File: src/rtl/vec_req_arbiter.sv
// Four-way round-robin request arbiter with a one-entry output register,
// outstanding-request credit limit and tagged response demultiplexing.

module vec_req_arbiter_lane #(
  parameter logic [1:0] LANE = 2'd0
) (
  input  logic       accept_i,
  input  logic [1:0] grant_i,
  input  logic       resp_vld_i,
  input  logic [1:0] resp_tag_i,
  output logic       req_rdy_o,
  output logic       resp_vld_o
);
  assign req_rdy_o  = accept_i && (grant_i == LANE);
  assign resp_vld_o = resp_vld_i && (resp_tag_i == LANE);
endmodule

module vec_req_arbiter #(
  parameter int DATA_W  = 32,
  parameter int MAX_OUT = 4
) (
  input  logic              clk,
  input  logic              reset,
  input  logic              io_requestor_0_req_valid,
  output logic              io_requestor_0_req_ready,
  input  logic [DATA_W-1:0] io_requestor_0_req_bits,
  output logic              io_requestor_0_resp_valid,
  input  logic              io_requestor_1_req_valid,
  output logic              io_requestor_1_req_ready,
  input  logic [DATA_W-1:0] io_requestor_1_req_bits,
  output logic              io_requestor_1_resp_valid,
  input  logic              io_requestor_2_req_valid,
  output logic              io_requestor_2_req_ready,
  input  logic [DATA_W-1:0] io_requestor_2_req_bits,
  output logic              io_requestor_2_resp_valid,
  input  logic              io_requestor_3_req_valid,
  output logic              io_requestor_3_req_ready,
  input  logic [DATA_W-1:0] io_requestor_3_req_bits,
  output logic              io_requestor_3_resp_valid,
  output logic [DATA_W-1:0] io_requestor_resp_data,
  output logic              io_mem_req_valid,
  input  logic              io_mem_req_ready,
  output logic [DATA_W-1:0] io_mem_req_bits,
  output logic [1:0]        io_mem_req_tag,
  input  logic              io_mem_resp_valid,
  input  logic [1:0]        io_mem_resp_tag,
  input  logic [DATA_W-1:0] io_mem_resp_data,
  output logic              io_err
);
  localparam int NUM_LANES = 4;

  logic [NUM_LANES-1:0]             req_vld, req_rdy, rsp_vld;
  logic [NUM_LANES-1:0][DATA_W-1:0] req_bits;

  logic              out_valid_q, out_valid_d;
  logic [DATA_W-1:0] out_bits_q, out_bits_d;
  logic [1:0]        out_tag_q, out_tag_d;
  logic [1:0]        last_grant_q, last_grant_d;
  logic [3:0]        pending_q, pending_d;
  logic              err_q, err_d;

  logic       load_en, any_vld, accept, found;
  logic [1:0] grant, idx;

  assign req_vld  = {io_requestor_3_req_valid, io_requestor_2_req_valid,
                     io_requestor_1_req_valid, io_requestor_0_req_valid};
  assign req_bits = {io_requestor_3_req_bits, io_requestor_2_req_bits,
                     io_requestor_1_req_bits, io_requestor_0_req_bits};

  // Credit check deliberately uses registered pending: a same-cycle response
  // only frees its credit next cycle, keeping resp_valid off the ready path.
  assign load_en = (!out_valid_q || io_mem_req_ready) && (pending_q < 4'(MAX_OUT));
  assign any_vld = |req_vld;
  assign accept  = load_en && any_vld;

  always_comb begin
    grant = last_grant_q;
    found = 1'b0;
    idx   = last_grant_q;
    for (int k = 1; k <= NUM_LANES; k++) begin
      idx = last_grant_q + 2'(k);
      if (!found && req_vld[idx]) begin
        grant = idx;
        found = 1'b1;
      end
    end
  end

  for (genvar g = 0; g < NUM_LANES; g++) begin : g_lane
    vec_req_arbiter_lane #(.LANE(2'(g))) u_lane (
      .accept_i   (accept),
      .grant_i    (grant),
      .resp_vld_i (io_mem_resp_valid),
      .resp_tag_i (io_mem_resp_tag),
      .req_rdy_o  (req_rdy[g]),
      .resp_vld_o (rsp_vld[g])
    );
  end

  always_comb begin
    out_valid_d  = out_valid_q;
    out_bits_d   = out_bits_q;
    out_tag_d    = out_tag_q;
    last_grant_d = last_grant_q;
    pending_d    = pending_q;
    err_d        = err_q;
    if (accept) begin
      out_valid_d  = 1'b1;
      out_bits_d   = req_bits[grant];
      out_tag_d    = grant;
      last_grant_d = grant;
    end else if (out_valid_q && io_mem_req_ready) begin
      out_valid_d = 1'b0;
    end
    case ({accept, io_mem_resp_valid})
      2'b10: pending_d = pending_q + 4'd1;
      2'b01: begin
        if (pending_q == 4'd0) err_d = 1'b1;
        else                   pending_d = pending_q - 4'd1;
      end
      default: ;
    endcase
  end

  always_ff @(posedge clk or negedge reset) begin
    if (!reset) begin
      out_valid_q  <= 1'b0;
      out_bits_q   <= '0;
      out_tag_q    <= 2'd0;
      last_grant_q <= 2'd3;
      pending_q    <= 4'd0;
      err_q        <= 1'b0;
    end else begin
      out_valid_q  <= out_valid_d;
      out_bits_q   <= out_bits_d;
      out_tag_q    <= out_tag_d;
      last_grant_q <= last_grant_d;
      pending_q    <= pending_d;
      err_q        <= err_d;
    end
  end

  assign {io_requestor_3_req_ready, io_requestor_2_req_ready,
          io_requestor_1_req_ready, io_requestor_0_req_ready} = req_rdy;
  assign {io_requestor_3_resp_valid, io_requestor_2_resp_valid,
          io_requestor_1_resp_valid, io_requestor_0_resp_valid} = rsp_vld;
  assign io_requestor_resp_data = io_mem_resp_data;
  assign io_mem_req_valid       = out_valid_q;
  assign io_mem_req_bits        = out_bits_q;
  assign io_mem_req_tag         = out_tag_q;
  assign io_err                 = err_q;
endmodule

File: config.mk
export PLATFORM = sky130hd
export DESIGN_NAME = vec_req_arbiter
export DESIGN_NICKNAME = d
export VERILOG_FILES = /design/src/rtl/vec_req_arbiter.sv
export SDC_FILE = /design/constraint.sdc
export NUM_CORES = 1
export LEC_CHECK = 0
export CAP_MARGIN = 15
export CORE_UTILIZATION = 34
export DETAILED_ROUTE_END_ITERATION = 8
export MAX_ROUTING_LAYER = met4
export PLACE_DENSITY = 0.81
export SLEW_MARGIN = 20
export SYNTH_ARGS = -nofsm -noshare
export SYNTH_HDL_FRONTEND = slang
export SYNTH_SLANG_ARGS = --single-unit
File: constraint.sdc
create_clock -name clk -period 2.9 [get_ports clk]
set_input_delay 0.29 -clock clk [delete_from_list [all_inputs] [get_ports clk]]
set_output_delay 0.29 -clock clk [all_outputs]
set_load 0.005 [all_outputs]
==> run metrics <==
DIE AREA=0.00984 mm2; Worst Path Max Fanout=24; DR vias=3,267; H-Tree Depth=2; Hold Path Class=in -> async; area grow syn2layout=54.9%; #FFs+latches synth=42; clock slew at reported path FFs=0.09 ns; hold slack=0.460 ns; Slew HR=45.1%; CTS Buffer Depth=2; Initial Util=34.9%; GR Overflow Total=0; min Tclk post-route=2.73 ns; fillers=806; Syn Area/Cell=9.80 um2; Root Buffer=clkbuf_8; Routed wire per std cell=18.6 um; Fin Setup TNS=0 ns; routed vias/inst=5.58; register area share after synthesis=32.8%; Core Area=0.00920 mm2; crit path DAT=2.44 ns; Cell Rows=35; cts bufs inserted=5; Cell variety after synth=52; syn_nets=499; initial antenna violation count=0; share of layout cells above drive strength 1=11.8%; Max Clock Freq=367 MHz; endpoint type of the worst setup path=output port; endpoints failing setup=0; skew final=0.00552 ns; power per cell area=829 mW/mm2; die width=99.2 um; status=completed; Worst Max-Slew Pin Slew=0.824 ns; DRT iter0 DRCs=148; RSZ-0062 raised after global routing=false; fraction of registers with async set/reset=100%; WS Path Type=reg -> out; Post-synth EDFFs=0; Total GRT Usage=22.0%; Synth Flop Type=dfrtp_1; 1st-pass router iterations=4; fin nets=644; Antenna Nets Post-Route=0; vias in the first global route=3,336; largest net degree at the start of global routing=43; post-CTS resize count=0; Final GP Congestion=0.836; # diodes=0; Max VDD drop=0.373 mV; I/O pins=246; CTS sink count=42; Mapped Area=0.00321 mm2; final hold vios=0; remaining routing DRC violations=0; number of max-cap violations=0; Worst-Skew Late Latency=0.29 ns; CP required=2.61 ns; die height=99.2 um; cell count after synthesis=328; Leakage=1.96 nW; routed wire length=10,900 um; first-pass GRT wire length=16,600 um; hpwl dp=8220 um; CP startpoint kind=flip-flop; CTS tree=built; final max-slew violation count=0; Yosys warnings=0; final worst-path cycle share=94.1%; total power=4.13 mW; Port Buffers=181
==> registers in the layout, indices dropped and copies added, names as in the netlist <==
signal	count
io_mem_req_bits	32
pending_q	4
io_mem_req_tag	2
last_grant_q	2
io_err	1
io_mem_req_valid	1
==> cells by family (layout without fill, tap and decap cells) <==
kind of cell,count (synthesis),in the layout,share of synthesized area [%]
AOI/OAI and AO/OA,110,110,27.4
xor gates and xnor gates,3,3,0.818
adders and majority gates,1,1,0.389
buffers and inverters,62,208,13.8
DFF,42,42,32.8
muxes,34,34,11.5
and+or+nand+nor,76,76,13.3
==> critical path, cell delays in order, from the launching register on <==
cell,delay [ns]
dfstp_2,0.63
mux2i_1,0.32
o22ai_2,0.16
buf_4,0.24
nor3_2,0.14
and2_1,0.16
clkdlybuf4s50_1,0.50
==> synth_stat cells, drive strengths merged (2+ instances only) <==
master / instances / share of area (%)
nand4: 10 / 1.9
nor3: 3 / 0.47
nor2: 17 / 2.5
nand3: 24 / 4.3
dfstp: 2 / 1.6
a221o: 22 / 6.9
nand2: 8 / 0.93
xnor2: 2 / 0.55
a21oi: 25 / 5.3
nand2b: 4 / 0.78
o21ai: 23 / 3.9
nor2b: 2 / 0.39
mux2: 23 / 8.1
a32o: 10 / 3.1
mux2i: 11 / 3.4
o22ai: 2 / 0.58
a211o: 10 / 2.7
o22a: 2 / 0.55
buf: 46 / 12
and3: 2 / 0.55
o211ai: 10 / 2.5
dfrtp: 40 / 31
clkbuf: 15 / 1.8
==> cells in the final DEF (no fill, tap or decap), types with 2 or more instances in the layout <==
| master | n |
|---|---|
| mux2_1 | 20 |
| nor2_1 | 14 |
| nand2_1 | 8 |
| o211ai_1 | 9 |
| nor2b_1 | 2 |
| a221o_1 | 22 |
| nand4_1 | 10 |
| a21oi_1 | 15 |
| nor2_4 | 2 |
| o21ai_0 | 22 |
| dfrtp_1 | 40 |
| xnor2_1 | 2 |
| clkdlybuf4s50_1 | 180 |
| nand3_1 | 22 |
| mux2_2 | 3 |
| a32o_1 | 10 |
| dfstp_2 | 2 |
| nor3_1 | 2 |
| a21oi_2 | 9 |
| o22a_1 | 2 |
| mux2i_1 | 11 |
| nand2b_1 | 4 |
| buf_4 | 16 |
| a211o_1 | 10 |
| clkbuf_8 | 6 |
==> timing repair <==
| action | CTS | global route |
|---|---|---|
| buffers inserted | 0 | 0 |
| endpoints found under the setup margin | 0 | 0 |
| hold buffers | 0 | 1 |
| hold endpoints to repair | 0 | 12 |
==> where the power goes <==
part	total [mW]	internal, mW	switching [mW]
Sequential	1.09	0.885	0.206
Clock	0.406	0.192	0.215
Combinational	2.63	1.40	1.23
==> per-layer routing <==
metal  vias up  wire (um)  track usage, %  part of all wire, %
met5         -          0               -                    0
li1       1515          -               -                    -
met4         0        148            6.45                  1.4
met3        15        877            4.71                  8.1
met1      1555       4520            26.3                   42
met2       182       5310            37.1                   49
==> cell type report <==
class | count | area (um2) | area share, %
clock buffer | 6 | 82.6 | 1.66
clock inverter | 2 | 12.5 | 0.251
inverter | 1 | 3.75 | 0.0754
multi-input combinational | 224 | 1730 | 34.7
sequential | 42 | 1050 | 21.2
tap | 111 | 139 | 2.79
timing repair buffer | 199 | 1960 | 39.3
==> worst paths after layout <==
path / from / end / slack (ns) / cells after the start
setup / recovery: last_grant_q[1]$_DFFE_PN1P_ / io_requestor_2_req_ready / 0.17 / 6
hold / removal: reset / io_mem_req_bits[20]$_DFFE_PN0P_ / 0.46 / 2
setup reg to reg: last_grant_q[1]$_DFFE_PN1P_ / io_mem_req_bits[19]$_DFFE_PN0P_ / 0.52 / 7
hold reg to reg: io_err$_DFFE_PN0P_ / io_err$_DFFE_PN0P_ / 0.47 / 1
max in group asynchronous: reset / io_mem_req_bits[16]$_DFFE_PN0P_ / 1.96 / 3
min in group clk: io_err$_DFFE_PN0P_ / io_err$_DFFE_PN0P_ / 0.47 / 1
==> metrics by stage <==
step                utilization [%]  setup slack [ns]  instance area (um2)  cells
global placement               52.8             0.199                 4850    575
CTS                            53.8             0.163                 4950    583
global route                   54.1            0.0697                 4980    585
floorplan                         -             0.757                 3210    328
finish                         54.1             0.172                 4980    585
detailed placement             52.8             0.106                 4850    575
Note: power is estimated with default switching activity, not from simulation.
